**src/rtl/arith_pkg.sv**
```systemverilog
// rtl/arith_pkg.sv - shared arithmetic types and saturation limits
// Provides the multiplier FSM state type and signed saturation limits for a
// given result width (valid for widths up to 64 bits).
package arith_pkg;

    typedef enum logic [1:0] {
        IDLE   = 2'd0,
        BUSY   = 2'd1,
        FINISH = 2'd2
    } mul_state_t;

    // Largest positive two's-complement value of the given width: 2^(w-1)-1.
    function automatic logic [63:0] sat_max(input int width);
        return (64'd1 << (width - 1)) - 64'd1;
    endfunction

    // Most negative two's-complement value of the given width: -2^(w-1),
    // sign-extended to 64 bits.
    function automatic logic [63:0] sat_min(input int width);
        return ~sat_max(width);
    endfunction

endpackage

```
**src/rtl/fxp_sat.sv**
```systemverilog
// rtl/fxp_sat.sv - fixed-point rescale, sign restore and saturation
// Ports:
//   mag    in  MAG_W  unsigned full-precision magnitude (2*QBITS fraction bits)
//   neg    in  1      result is negative
//   result out WIDTH  signed Q-format value, truncated toward zero
//   ovf    out 1      result was clamped to a saturation limit
module fxp_sat
    import arith_pkg::*;
#(
    parameter int WIDTH = 16,
    parameter int QBITS = 8,
    parameter int MAG_W = 2 * WIDTH
) (
    input  logic [MAG_W-1:0] mag,
    input  logic             neg,
    output logic [WIDTH-1:0] result,
    output logic             ovf
);

    localparam logic [WIDTH-1:0] MAX_VAL = WIDTH'(sat_max(WIDTH));
    localparam logic [WIDTH-1:0] MIN_VAL = WIDTH'(sat_min(WIDTH));
    // Magnitude limits: the negative side reaches one step further.
    localparam logic [MAG_W-1:0] POS_LIM = MAG_W'(sat_max(WIDTH));
    localparam logic [MAG_W-1:0] NEG_LIM = POS_LIM + MAG_W'(1);

    logic [MAG_W-1:0] m;

    always_comb begin
        result = '0;
        ovf    = 1'b0;
        // Shifting the magnitude (not the signed value) truncates toward zero.
        m      = mag >> QBITS;
        if (!neg) begin
            if (m > POS_LIM) begin
                result = MAX_VAL;
                ovf    = 1'b1;
            end else begin
                result = m[WIDTH-1:0];
            end
        end else begin
            if (m > NEG_LIM) begin
                result = MIN_VAL;
                ovf    = 1'b1;
            end else begin
                // Zero magnitude negates to zero, so -0 cannot appear.
                result = WIDTH'(0) - m[WIDTH-1:0];
            end
        end
    end

endmodule

```
**src/rtl/mul.sv**
```systemverilog
// rtl/mul.sv - sequential signed fixed-point shift-add multiplier
// Ports:
//   i_clk    in  1      clock, rising edge
//   i_rst_n  in  1      synchronous active-low reset
//   i_a      in  WIDTH  signed multiplicand, sampled with i_start
//   i_b      in  WIDTH  signed multiplier, sampled with i_start
//   i_start  in  1      start / restart an operation
//   o_result out WIDTH  signed Q-format product, held until next start
//   o_ovf    out 1      product was saturated (qualified by o_valid)
//   done     out 1      no operation in flight
//   o_valid  out 1      o_result/o_ovf hold a completed product
module mul
    import arith_pkg::*;
#(
    parameter int WIDTH = 16,
    parameter int QBITS = 8
) (
    input  logic             i_clk,
    input  logic             i_rst_n,
    input  logic [WIDTH-1:0] i_a,
    input  logic [WIDTH-1:0] i_b,
    input  logic             i_start,
    output logic [WIDTH-1:0] o_result,
    output logic             o_ovf,
    output logic             done,
    output logic             o_valid
);

    localparam int ACC_W = 2 * WIDTH;
    localparam int CW    = $clog2(WIDTH);
    localparam logic [CW-1:0] LAST_ITER = CW'(WIDTH - 1);

    mul_state_t       state, state_nxt;
    logic [CW-1:0]    cnt;
    logic [ACC_W-1:0] mcand;
    logic [WIDTH-1:0] mplier;
    logic [ACC_W-1:0] acc;
    logic             neg;

    logic [WIDTH-1:0] abs_a, abs_b;
    logic [WIDTH-1:0] sat_result;
    logic             sat_ovf;

    // The most negative input maps to 2^(WIDTH-1), which still fits unsigned.
    assign abs_a = i_a[WIDTH-1] ? (WIDTH'(0) - i_a) : i_a;
    assign abs_b = i_b[WIDTH-1] ? (WIDTH'(0) - i_b) : i_b;

    always_ff @(posedge i_clk) begin
        if (!i_rst_n) begin
            state <= IDLE;
        end else begin
            state <= state_nxt;
        end
    end

    always_comb begin
        state_nxt = state;
        done      = (state == IDLE);
        case (state)
            IDLE:    state_nxt = IDLE;
            BUSY:    if (cnt == LAST_ITER) state_nxt = FINISH;
            FINISH:  state_nxt = IDLE;
            default: state_nxt = IDLE;
        endcase
        // A start aborts whatever is in flight.
        if (i_start) begin
            state_nxt = BUSY;
        end
    end

    always_ff @(posedge i_clk) begin
        if (!i_rst_n) begin
            cnt      <= '0;
            mcand    <= '0;
            mplier   <= '0;
            acc      <= '0;
            neg      <= 1'b0;
            o_result <= '0;
            o_ovf    <= 1'b0;
            o_valid  <= 1'b0;
        end else if (i_start) begin
            cnt      <= '0;
            mcand    <= ACC_W'(abs_a);
            mplier   <= abs_b;
            acc      <= '0;
            neg      <= i_a[WIDTH-1] ^ i_b[WIDTH-1];
            o_result <= '0;
            o_ovf    <= 1'b0;
            o_valid  <= 1'b0;
        end else begin
            case (state)
                BUSY: begin
                    if (mplier[0]) begin
                        acc <= acc + mcand;
                    end
                    mcand  <= mcand << 1;
                    mplier <= mplier >> 1;
                    cnt    <= cnt + CW'(1);
                end
                FINISH: begin
                    o_result <= sat_result;
                    o_ovf    <= sat_ovf;
                    o_valid  <= 1'b1;
                end
                default: ;
            endcase
        end
    end

    fxp_sat #(
        .WIDTH (WIDTH),
        .QBITS (QBITS),
        .MAG_W (ACC_W)
    ) u_fxp_sat (
        .mag    (acc),
        .neg    (neg),
        .result (sat_result),
        .ovf    (sat_ovf)
    );

endmodule
```
**config.mk**
```make
export PLATFORM = sky130hd
export DESIGN_NAME = mul
export DESIGN_NICKNAME = d
export VERILOG_FILES = /design/src/rtl/arith_pkg.sv /design/src/rtl/fxp_sat.sv /design/src/rtl/mul.sv
export SDC_FILE = /design/constraint.sdc
export NUM_CORES = 1
export LEC_CHECK = 0
export ABC_AREA = 1
export ABC_CLOCK_PERIOD_IN_PS = 2600
export CAP_MARGIN = 30
export CORE_ASPECT_RATIO = 1.1
export CORE_UTILIZATION = 47
export CTS_CLUSTER_DIAMETER = 80
export CTS_CLUSTER_SIZE = 25
export DETAILED_ROUTE_END_ITERATION = 6
export PLACE_DENSITY = 0.66
export SYNTH_ARGS = -nofsm -noshare
export SYNTH_HDL_FRONTEND = slang
export SYNTH_SLANG_ARGS = --single-unit
```
**constraint.sdc**
```tcl
create_clock -name i_clk -period 2.6 [get_ports i_clk]
set_input_delay 0.39 -clock i_clk [delete_from_list [all_inputs] [get_ports i_clk]]
set_output_delay 0.39 -clock i_clk [all_outputs]
set_load 0.01 [all_outputs]
```
; After elaboration in Yosys (flattened, before gate mapping)
; Cells that the tools add are included.
[word_totals]
input_bits = 35
word_cells = 45
out_inout_bits = 19
register_bits = 105
[classes]
n_addsub = 5
bitwise_logic = 3
n_lt_le_gt_ge = 2
n_eq_ne = 4
n_mux = 15
n_reduce_logical = 5
[ops]
columns = operator, n
row1 = $mux 16, 9
row2 = $sub 1x16->16 const A, 3
row3 = $add 32x32->32, 1
row4 = $gt 24x15->1 const B, 1
row5 = $gt 24x16->1 const B, 1
row6 = $mux 1, 6
row7 = $add 4x1->4 const B, 1
row8 = $eq 4x4->1 const B, 1
row9 = $ne 3x3->1 const B, 1
row10 = $reduce_or 3->1, 1
row11 = $eq 2x1->1 const B, 1
row12 = $eq 2x2->1 const B, 1
row13 = $logic_not 2->1, 1
row14 = $not 1->1, 2
row15 = $reduce_and 2->1, 1
row16 = $reduce_bool 2->1, 1
row17 = $reduce_or 2->1, 1
row18 = $xor 1x1->1, 1

; Logic depth before layout (Yosys ltp)
; Gate-level depths: netlist (run 1).
[logic_depth]
depth_word = 4
ltp_mapped = 14
depth_no_buf = 14

; By module
; A second synthesis (run 1) with hierarchy kept.
[unflattened]
hier_cells = 1367
area_unflattened_um2 = 8106.5
[by_module_without_submodules]
columns = mod, cells_each, seq_area_each_um2, instances, area_per_inst_um2
row1 = mul, 1215, 2102.0, 1, 7399.6
row2 = fxp_sat, 152, 0.0, 1, 706.9

; Least setup slack after synthesis (run 1)
; Ideal clock, no wire load.
[synth_timing]
kind = register to register
startpoint = register mcand[0]
endpoint = register acc[14]
arrival_time_ps = 1737
setup_ps = 115
stages_incl_launch_ff = 12
slack_ps = 747
t_required_ps = 2485
path_buffers = 0
cell_sequence = dfxtp_1 > ha_1 > fa_1 > nand3_1 > nand3_1 > nand2_1 > nand2_1 > nand2_1 > nand2_1 > xor2_1 > o21ai_0 > inv_1
[synth_via]
elab_chain_len = 1
[synth_lines]
columns = element, line_no
row1 = start: declaration, mul.sv:35  ; logic [ACC_W-1:0] mcand;
row2 = start signal: assignment, mul.sv:83  ; mcand <= ACC_W'(abs_a);
row3 = start signal: assignment, mul.sv:96  ; mcand <= mcand << 1;
row4 = $add 32x32->32, mul.sv:94  ; acc <= acc + mcand;
row5 = end signal: assignment, mul.sv:94
row6 = end: declaration, mul.sv:37  ; logic [ACC_W-1:0] acc;
; No other way between the ends.
; A chain may end at the register's enable or synchronous reset.

; Final worst setup path (run 1)
[layout_timing]
startpoint = register mcand[0]
endpoint = register acc[22]
; The elaborated chain is that of the path after synthesis.

==> results.json, run 1 <==
{
  "run_status": "completed",
  "worst-slew-pin-transition_ns": 0.5654,
  "endpoint_kind": "flip-flop",
  "post_synth_xor_area_fraction": 0.05127,
  "htreeDepth": 3,
  "final_setup_violating_endpoints": 0,
  "via_per_inst": 4.966,
  "final-hold-violation-count": 0,
  "met2_track_demand_over_resource_in_global_routing": 0.4392,
  "grt.met1_usage": 0.3234,
  "r2r_slack_ns": 0.33,
  "max_freq_mhz": 440.9,
  "ctsResizeCount": 0,
  "syn_nets": 1371,
  "dominant_cell_type_by_area_after_synthesis": "sky130_fd_sc_hd__dfxtp_1",
  "synth_area_leaders": "sky130_fd_sc_hd__dfxtp_1 (27%), sky130_fd_sc_hd__nand2_1 (21%), sky130_fd_sc_hd__inv_1 (9.7%)",
  "floorplan.rows": 48,
  "cts_sinks": 105,
  "cts_setup_buffers": 0,
  "global_route.overflow_total": 0,
  "core_area_sq_um": 15860,
  "post-route-drc-count": 0,
  "yosys.cell_types.count": 39,
  "routed_wirelength_um": 20050,
  "grt_first_pass_wirelength_um": 33620,
  "worstHoldEndpoint": "mplier[9]",
  "grt.total_usage": 0.2536,
  "timing.max_cap.violations": 0,
  "rr_endpoint": "acc[22]",
  "synth-simple-area-share": 0.3506,
  "grt_max_degree": 35,
  "grt-busiest-layer": "met2",
  "timing_max_transition_violations_final": 0,
  "critical_path.reg2reg.startpoint": "mcand[0]",
  "crit_fanout": 4,
  "timing.reg2reg.worst_path_depth": 14,
  "holdCritPathClass": "flip-flop to flip-flop",
  "clock_path_buffers": 2,
  "crit_arrival_ns": 2.52,
  "synth_top_cell_area_share": 0.2734,
  "slew_headroom": 0.6225,
  "post_synth_fa_ha_maj_area_fraction": 0.05957,
  "globalRouteMet3Util": 0.03062,
  "asyncSetResetFlopFracSynth": 0,
  "yosysSeqAreaShare": 0.2734,
  "setup-tns-final_ns": 0,
  "drive_above_1_share": 0.03717,
  "dominant_combinational_cell_family_by_area_after_synthesis": "simple AND/OR/NAND/NOR gates",
  "cts_tree": "done",
  "port_buffers": 53,
  "cells_after_synth": 1300,
  "antenna_found_initial": 0,
  "num_vias": 7672,
  "start_util": 0.4848,
  "clock_latency_ns": 0.35,
  "synth_area_in_compound_gates": 0.1423,
  "yosys-mux-area-fraction": 0,
  "globalplace.congestion": 0.9930,
  "dr.pass1.iters": 5,
  "area_growth_pct": 13.43,
  "synth_edf_count": 0,
  "post-route-min-period_ns": 2.268,
  "synth_top_flop_cell": "sky130_fd_sc_hd__dfxtp_1",
  "wl_per_cell_um": 12.98,
  "clkSlewWorstSetupHoldPaths_ns": 0.07,
  "ant_nets": 0,
  "detailedPlacementHpwl_um": 15690,
  "leakagePower_nw": 4.545,
  "ys_seq_elements": 105,
  "diodes": 0,
  "grt_pass1_vias": 7117,
  "synth_area_sq_um": 7687,
  "startpoint_of_the_most_critical_hold_path": "mplier[9]",
  "cts_buffers": 9,
  "number_of_buffers_inserted_for_hold_repair_after_clock_tree_synthesis": 0,
  "timing.critical_path.from": "mcand[0]",
  "setup.worst_path.start_class": "flip-flop",
  "design.die.area_sq_um": 16870,
  "cp.required_ns": 2.85,
  "setup_slack_ns": 0.3319,
  "worst_clock_skew_ns": 0.007608,
  "die-height_um": 136.1,
  "detailedPlace.worstSlack_ns": 0.3460,
  "final_util": 0.5500,
  "yosys.cell_count.top_type": "sky130_fd_sc_hd__nand2_1",
  "worst_ir_drop_vdd_mv": 0.3000,
  "synth.yosys.warnings": 0,
  "pwr_density_cell_nw_per_um2": 425.0,
  "grt_setup_unrepaired": "no",
  "syn_avg_cell_area_sq_um": 5.913,
  "worst-setup-path-type": "flip-flop to flip-flop",
  "horizontal_die_dimension_um": 123.9,
  "design.portCount": 54,
  "drt_first_iter_violations": 446,
  "hold-path-cell-count": 2,
  "synth_top_cells_by_count": "sky130_fd_sc_hd__nand2_1 (429), sky130_fd_sc_hd__inv_1 (198), sky130_fd_sc_hd__nor2_1 (118), sky130_fd_sc_hd__a21oi_1 (117), sky130_fd_sc_hd__dfxtp_1 (105)",
  "final.period_utilization": 0.8724,
  "library_cell_used_as_clock_root_buffer": "sky130_fd_sc_hd__clkbuf_16",
  "num-nets-final": 1411
}
[cell usage in the layout (no fill, tap or decap), types with 35 or more instances in the layout]
master                            count
sky130_fd_sc_hd__a21oi_1            117
sky130_fd_sc_hd__clkdlybuf4s50_1     53
sky130_fd_sc_hd__dfxtp_1            105
sky130_fd_sc_hd__ha_1                35
sky130_fd_sc_hd__inv_1              198
sky130_fd_sc_hd__nand2_1            429
sky130_fd_sc_hd__nand3_1             80
sky130_fd_sc_hd__nor2_1             117
sky130_fd_sc_hd__o21ai_0             71
sky130_fd_sc_hd__xor2_1              39
[cell families (layout without fill, tap and decap cells)]
logic type / Yosys count / in the layout
buffers and inverters: 245 / 290
AOI/OAI and AO/OA: 209 / 209
adders and majority gates: 36 / 36
and+or+nand+nor: 660 / 660
DFF: 105 / 105
xor gates and xnor gates: 45 / 45
[routing by layer]
metal	wire, um	share of wire
met4	455	0.023
met3	801	0.040
met2	9529	0.48
met1	9259	0.46
met5	0	0
[how the worst max path moves through the flow]
stage	endpoint	slack, ns	depth (start not counted)
floorplan	acc[14]	0.75	11
finish	acc[22]	0.33	14
global placement	acc[22]	0.35	14
CTS	acc[22]	0.32	14
detailed placement	acc[22]	0.35	14
global route	acc[22]	0.1	14
[critical path, cell delays in order, from the launching register on]
cell and delay (ns):
sky130_fd_sc_hd__dfxtp_1 0.32, sky130_fd_sc_hd__ha_1 0.27, sky130_fd_sc_hd__fa_1 0.44, sky130_fd_sc_hd__nand3_1 0.11
sky130_fd_sc_hd__nand3_1 0.16, sky130_fd_sc_hd__nand2_1 0.10, sky130_fd_sc_hd__nand2_1 0.10, sky130_fd_sc_hd__nand2_1 0.08
sky130_fd_sc_hd__nand2_1 0.11, sky130_fd_sc_hd__nand2_1 0.11, sky130_fd_sc_hd__nand2_1 0.05, sky130_fd_sc_hd__nand2_1 0.05
sky130_fd_sc_hd__nand3_1 0.12, sky130_fd_sc_hd__nand2_1 0.10, sky130_fd_sc_hd__inv_1 0.04
[stage by stage]
step | power [mW] | cells | hold WS, ns | area [sq um]
6_report | 3.706 | 1545 | 0.4643 | 8720
5_1_grt | 3.889 | 1545 | 0.4827 | 8720
4_1_cts | 3.736 | 1545 | 0.4663 | 8720
3_5_place_dp | 2.325 | 1529 | 0.4553 | 8412
3_3_place_gp | 2.319 | 1529 | 0.4511 | 8412
2_1_floorplan | 2.133 | 1300 | 0.4451 | 7687
[flip-flops by register name, indices dropped and copies added, names as in the netlist]
register  count
acc          32
cnt           4
mcand        32
mplier       16
neg           1
o_ovf         1
o_result     16
o_valid       1
state         2
[cell type report]
type	count	area, sq um
timing repair buffer	68	643.1
multi-input combinational	950	4643
inverter	206	773.2
tap	200	250.2
clock buffer	12	256.5
clock inverter	4	51.30
fill	1716	7136
sequential	105	2102
[power breakdown]
part / total (mW) / internal, mW / switching [mW] / leakage [nW]
clock network: 1.42 / 0.801 / 0.617 / 0.149
logic: 0.580 / 0.223 / 0.357 / 3.54
registers: 1.71 / 1.66 / 0.0461 / 0.855
Note: power is estimated with default switching activity, not from simulation.
==> run 2: changes to the inputs <==
--- a/config.mk
+++ b/config.mk
@@ -13,7 +13,7 @@
 export CTS_CLUSTER_DIAMETER = 80
 export CTS_CLUSTER_SIZE = 25
 export DETAILED_ROUTE_END_ITERATION = 6
-export PLACE_DENSITY = 0.66
+export PLACE_DENSITY = 0.76
 export SYNTH_ARGS = -nofsm -noshare
 export SYNTH_HDL_FRONTEND = slang
 export SYNTH_SLANG_ARGS = --single-unit
==> results.json, run 2 (synthesis results as in run 1) <==
{
  "setup.worst_path.start_class": "flip-flop",
  "final-hold-violation-count": 0,
  "detailedPlace.worstSlack_ns": 0.4346,
  "via_per_inst": 5.057,
  "design.portCount": 54,
  "timing.max_cap.violations": 0,
  "top_layer_used": "met4",
  "area_growth_pct": 13.15,
  "clock_path_buffers": 2,
  "hold-path-cell-count": 2,
  "cell_area_after_layout_sq_um": 8698,
  "placed_cell_area_sq_um": 8397,
  "timing_max_transition_violations_final": 0,
  "power.internal_mw": 2.637,
  "r2r_slack_ns": 0.43,
  "htreeDepth": 3,
  "worst_path_max_stage_delay_ns": 0.44,
  "setup-tns-final_ns": 0,
  "fill_cells": 1603,
  "cp_common_cell": "sky130_fd_sc_hd__nand2_1",
  "dr.pass1.iters": 5,
  "num-nets-final": 1409,
  "setup_slack_ns": 0.4280,
  "post-route-min-period_ns": 2.172,
  "run_status": "completed",
  "largestRegisters": "acc x32, mcand x32",
  "critical_path.reg2reg.startpoint": "mcand[0]",
  "detailedPlacementHpwl_um": 14880,
  "fin_cells": 1543,
  "cts_buffers": 9,
  "global_route.overflow_total": 0,
  "final_common_cell": "sky130_fd_sc_hd__nand2_1",
  "cp_cell_sequence": "ha_1 -> fa_1 -> nand3_1 -> nand3_1 -> nand2_1 -> nand2_1 -> nand2_1 -> nand2_1 -> nand2_1 -> nand2_1 -> nand2_1 -> nand3_1 -> nand2_1 -> inv_1",
  "pwr_density_cell_nw_per_um2": 422.3,
  "layout_common_cells": "sky130_fd_sc_hd__nand2_1 (429), sky130_fd_sc_hd__inv_1 (198), sky130_fd_sc_hd__nor2_1 (117), sky130_fd_sc_hd__a21oi_1 (117), sky130_fd_sc_hd__dfxtp_1 (105)",
  "diodes": 0,
  "grt_max_degree": 36,
  "cts_setup_buffers": 0,
  "core_area_sq_um": 15860,
  "ant_nets": 0,
  "start_util": 0.4848,
  "library_cell_used_as_clock_root_buffer": "sky130_fd_sc_hd__clkbuf_16",
  "place.detailed.instances": 1527,
  "number_of_buffers_inserted_for_hold_repair_after_clock_tree_synthesis": 0,
  "crit_fanout": 4,
  "critPathSlowestCell": "sky130_fd_sc_hd__fa_1",
  "dr_wl_met2_um": 9350,
  "cp.required_ns": 2.86,
  "die-height_um": 136.1,
  "startpoint_of_the_most_critical_hold_path": "mplier[14]",
  "worst-setup-path-type": "flip-flop to flip-flop",
  "drive_above_1_share": 0.03649,
  "final_setup_violating_endpoints": 0,
  "post-route-drc-count": 0,
  "drt_first_iter_violations": 521,
  "horizontal_die_dimension_um": 123.9,
  "final.period_utilization": 0.8354,
  "floorplan.rows": 48,
  "worstHoldEndpoint": "mplier[14]",
  "num_vias": 7803,
  "critical_path.n_buffers_inverters": 1,
  "route.met3.wl_um": 722,
  "crit_arrival_ns": 2.43,
  "max_freq_mhz": 460.4,
  "grt_first_pass_wirelength_um": 33470,
  "worst_clock_skew_ns": 0.009904,
  "cts_tree": "done",
  "rr_endpoint": "acc[24]",
  "worst-slew-pin-transition_ns": 0.5692,
  "timing.reg2reg.worst_path_depth": 14,
  "slew_headroom": 0.6200,
  "m1WireLength_um": 8939,
  "relative_contribution_of_sequential_cells_to_total_power": 0.465,
  "grt_setup_unrepaired": "no",
  "design.die.area_sq_um": 16870,
  "holdCritPathClass": "flip-flop to flip-flop",
  "ctsResizeCount": 0,
  "routed_wirelength_um": 19460,
  "globalplace.congestion": 0.9119,
  "wl_per_cell_um": 12.61,
  "port_buffers": 53,
  "clock_power_share": 0.378,
  "critical_path.top_delay_family": "simple AND/OR/NAND/NOR gates",
  "grt.total_usage": 0.2485,
  "clock_latency_ns": 0.35,
  "endpoint_kind": "flip-flop",
  "power_switching_share": 0.2822,
  "power.share.combinational": 0.157,
  "switching_power_mw": 1.036,
  "cts_sinks": 105,
  "clkSlewWorstSetupHoldPaths_ns": 0.07,
  "antenna_found_initial": 0,
  "grt_pass1_vias": 7377,
  "worst_ir_drop_vdd_mv": 0.2955,
  "leakagePower_nw": 4.528
}
-- run 2: cell types whose count changed in the layout (fill, tap and decap cells not counted) --
| cell | before | now |
|---|---|---|
| sky130_fd_sc_hd__buf_4 | 15 | 13 |
| sky130_fd_sc_hd__clkbuf_1 | 1 | 0 |
| sky130_fd_sc_hd__clkbuf_8 | 2 | 0 |
| sky130_fd_sc_hd__clkinvlp_4 | 1 | 2 |
| sky130_fd_sc_hd__inv_6 | 0 | 2 |
-- run 2: how the worst max path moves through the flow --
stage	start	to	depth (start not counted)
finish	mcand[0]	acc[24]	14
CTS	mcand[0]	acc[30]	14
detailed placement	mcand[0]	acc[30]	14
global placement	mcand[0]	acc[30]	14
floorplan	mcand[0]	acc[14]	11
global route	mcand[0]	acc[30]	14
-- run 2: tightest hold or removal path, delay by kind of cell (launching register included) --
family / cells / cell delay (ns)
AND/OR/NAND/NOR: 1 / 0.06
flip-flops: 1 / 0.31
AO/OA/AOI/OAI: 1 / 0.05
-- run 2: routing by layer --
layer | up-vias | global-route usage
met3 | 32 | 0.02643
met4 | 0 | 0.09193
li1 | 4140 | -
met2 | 163 | 0.4460
met1 | 3468 | 0.3015
met5 | - | 0
-- run 2: layout make-up --
type / count / area, sq um / share of cell area
clock inverters: 7 / 76.32 / 0.008774
repair buffers: 66 / 628.1 / 0.07221
inverters: 206 / 773.2 / 0.08890
clock buffers: 9 / 225.2 / 0.02589
well taps: 200 / 250.2 / 0.02877
multi-input cells: 950 / 4643 / 0.5338
flip-flops and latches: 105 / 2102 / 0.2417
-- run 2: per-stage QoR --
| step | hold WS (ns) | util | total power, mW |
|---|---|---|---|
| final | 0.4667 | 0.5486 | 3.673 |
| after global routing | 0.4877 | 0.5486 | 3.834 |
| after CTS | 0.4661 | 0.5486 | 3.686 |
| after detailed placement | 0.4555 | 0.5296 | 2.317 |
| after global placement | 0.4517 | 0.5296 | 2.308 |
| after floorplan | 0.4451 | - | 2.133 |
-- run 2: power by group through the flow --
stage	clock network, mW	logic [mW]	registers [mW]
after floorplan	0	0.403	1.73
after global placement	0	0.566	1.74
after detailed placement	0	0.574	1.74
after CTS	1.40	0.577	1.71
after global routing	1.47	0.655	1.71
final	1.39	0.578	1.71
==> run 3: changes to the inputs <==
--- a/config.mk
+++ b/config.mk
@@ -6,7 +6,7 @@
 export NUM_CORES = 1
 export LEC_CHECK = 0
 export ABC_AREA = 1
-export ABC_CLOCK_PERIOD_IN_PS = 2600
+export ABC_CLOCK_PERIOD_IN_PS = 2000
 export CAP_MARGIN = 30
 export CORE_ASPECT_RATIO = 1.1
 export CORE_UTILIZATION = 47
==> constraint.sdc (replaced) <==
create_clock -name i_clk -period 2 [get_ports i_clk]
set_input_delay 0.3 -clock i_clk [delete_from_list [all_inputs] [get_ports i_clk]]
set_output_delay 0.3 -clock i_clk [all_outputs]
set_load 0.01 [all_outputs]
==> results.json, run 3 (synthesis results as in run 1) <==
{
  "library_cell_used_as_clock_root_buffer": "sky130_fd_sc_hd__clkbuf_16",
  "grt_pass1_vias": 7068,
  "relative_contribution_of_sequential_cells_to_total_power": 0.464,
  "diodes": 0,
  "hold_ws_ns": 0.4654,
  "design.portCount": 54,
  "largestRegisters": "acc x32, mcand x32",
  "global_route.overflow_total": 0,
  "endpoint_kind": "flip-flop",
  "antenna_found_initial": 0,
  "timing.max_cap.violations": 0,
  "post-route-min-period_ns": 1.919,
  "holdCritPathClass": "flip-flop to flip-flop",
  "cp.required_ns": 2.27,
  "final.period_utilization": 0.9596,
  "htreeDepth": 3,
  "design.die.area_sq_um": 16870,
  "grt_max_degree": 46,
  "final-hold-violation-count": 0,
  "floorplan.rows": 48,
  "final_setup_violating_endpoints": 0,
  "area_growth_pct": 17.79,
  "cts_buffers": 9,
  "drive_above_1_share": 0.07200,
  "setup.worst_path.start_class": "flip-flop",
  "power.share.combinational": 0.168,
  "drt_first_iter_violations": 573,
  "grt_setup_unrepaired": "yes",
  "detailedPlacementHpwl_um": 15180,
  "cts_tree": "done",
  "horizontal_die_dimension_um": 123.9,
  "slew_headroom": 0.6741,
  "setup-tns-final_ns": 0,
  "grt.total_usage": 0.2456,
  "max_freq_mhz": 521.0,
  "final_common_cell": "sky130_fd_sc_hd__nand2_1",
  "placed_cell_area_sq_um": 8672,
  "routed_wirelength_um": 19750,
  "via_per_inst": 5.011,
  "globalplace.congestion": 0.9238,
  "num-nets-final": 1441,
  "dr.pass1.iters": 6,
  "power_switching_share": 0.2931,
  "start_util": 0.4848,
  "crit_arrival_ns": 2.19,
  "core_area_sq_um": 15860,
  "worst-slew-pin-transition_ns": 0.4877,
  "port_buffers": 53,
  "switching_power_mw": 1.403,
  "clock_path_buffers": 2,
  "pwr_density_cell_nw_per_um2": 528.4,
  "timing_max_transition_violations_final": 0,
  "clock_latency_ns": 0.36,
  "ant_nets": 0,
  "run_status": "completed",
  "grt_first_pass_wirelength_um": 32790,
  "num_vias": 7893,
  "power.internal_mw": 3.382,
  "die-height_um": 136.1,
  "clock_power_share": 0.368,
  "number_of_buffers_inserted_for_hold_repair_after_clock_tree_synthesis": 0,
  "clkSlewWorstSetupHoldPaths_ns": 0.07,
  "layout_common_cells": "sky130_fd_sc_hd__nand2_1 (427), sky130_fd_sc_hd__inv_1 (198), sky130_fd_sc_hd__a21oi_1 (117), sky130_fd_sc_hd__nor2_1 (113), sky130_fd_sc_hd__dfxtp_1 (102)",
  "cts_sinks": 105,
  "wl_per_cell_um": 12.54,
  "leakagePower_nw": 4.731,
  "crit_fanout": 4,
  "post-route-drc-count": 0,
  "worst_ir_drop_vdd_mv": 0.4347,
  "worst-setup-path-type": "flip-flop to flip-flop",
  "worst_clock_skew_ns": 0.008295,
  "cell_area_after_layout_sq_um": 9055
}
## run 3: cell count changes in the layout (fill, tap and decap cells not counted), moves of 4 or more
cell / delta
sky130_fd_sc_hd__ha_1: -4
sky130_fd_sc_hd__buf_4: +28
sky130_fd_sc_hd__nor2_2: +4
sky130_fd_sc_hd__buf_12: +4
sky130_fd_sc_hd__nor2_1: -4
sky130_fd_sc_hd__nand3_1: -4
## run 3: power by group through the flow
| stage | logic [mW] | registers, mW | clock network [mW] |
|---|---|---|---|
| 3_3_place_gp | 0.780 | 2.26 | 0 |
| 3_5_place_dp | 0.792 | 2.26 | 0 |
| 4_1_cts | 0.795 | 2.22 | 1.79 |
| 2_1_floorplan | 0.523 | 2.25 | 0 |
| 6_report | 0.805 | 2.22 | 1.76 |
| 5_1_grt | 0.902 | 2.23 | 1.87 |
## run 3: metrics by stage
step | std cells | setup slack, ns | power, mW | util
6_report | 1575 | 0.08078 | 4.785 | 0.5711
5_1_grt | 1575 | -0.07309 | 4.999 | 0.5711
4_1_cts | 1573 | 0.01847 | 4.797 | 0.5652
3_5_place_dp | 1557 | 0.03267 | 3.056 | 0.5470
3_3_place_gp | 1557 | 0.06916 | 3.043 | 0.5470
2_1_floorplan | 1300 | 0.1474 | 2.773 | -
## run 3: layout make-up
| cell class | instances | area [sq um] |
|---|---|---|
| clock inverters | 6 | 50.05 |
| repair buffers | 98 | 918.4 |
| fillers | 1561 | 6800 |
| well taps | 200 | 250.2 |
| clock buffers | 10 | 239.0 |
| flip-flops and latches | 105 | 2106 |
| multi-input cells | 950 | 4718 |
| inverters | 206 | 773.2 |
## run 3: per-layer routing
| metal | wire, um | global-route usage | vias to the layer above | part of all wire |
|---|---|---|---|---|
| met1 | 9044 | 0.3059 | 3473 | 0.46 |
| met2 | 9333 | 0.4216 | 168 | 0.47 |
| met3 | 730 | 0.02475 | 36 | 0.037 |
| li1 | - | - | 4216 | - |
| met4 | 638 | 0.1138 | 0 | 0.032 |
| met5 | 0 | 0 | - | 0 |
## run 3: timing repair
item,4_1_cts,5_1_grt
endpoints found under the setup margin,0,25
buffers inserted,0,2
resized for setup,0,19
## run 3: critical path, cell delays in order, from the launching register on
cell and delay, ns:
sky130_fd_sc_hd__dfxtp_1 0.35, sky130_fd_sc_hd__ha_1 0.37, sky130_fd_sc_hd__nand2_1 0.16, sky130_fd_sc_hd__nor2_1 0.08
sky130_fd_sc_hd__buf_4 0.14, sky130_fd_sc_hd__a21oi_1 0.13, sky130_fd_sc_hd__nand2_1 0.16, sky130_fd_sc_hd__nand2_1 0.16
sky130_fd_sc_hd__nand2_1 0.06, sky130_fd_sc_hd__nand2_1 0.06, sky130_fd_sc_hd__nand3_1 0.06, sky130_fd_sc_hd__nand2_1 0.07
sky130_fd_sc_hd__inv_1 0.03
## run 3: final timing paths
kind | from | end | slack (ns) | cells after the start
worst min-delay path | mplier[10] | mplier[10] | 0.47 | 2
worst max-delay path | mcand[12] | acc[29] | 0.08 | 12
worst min register to register | mplier[10] | mplier[10] | 0.47 | 2
worst max register to register | mcand[12] | acc[29] | 0.08 | 12
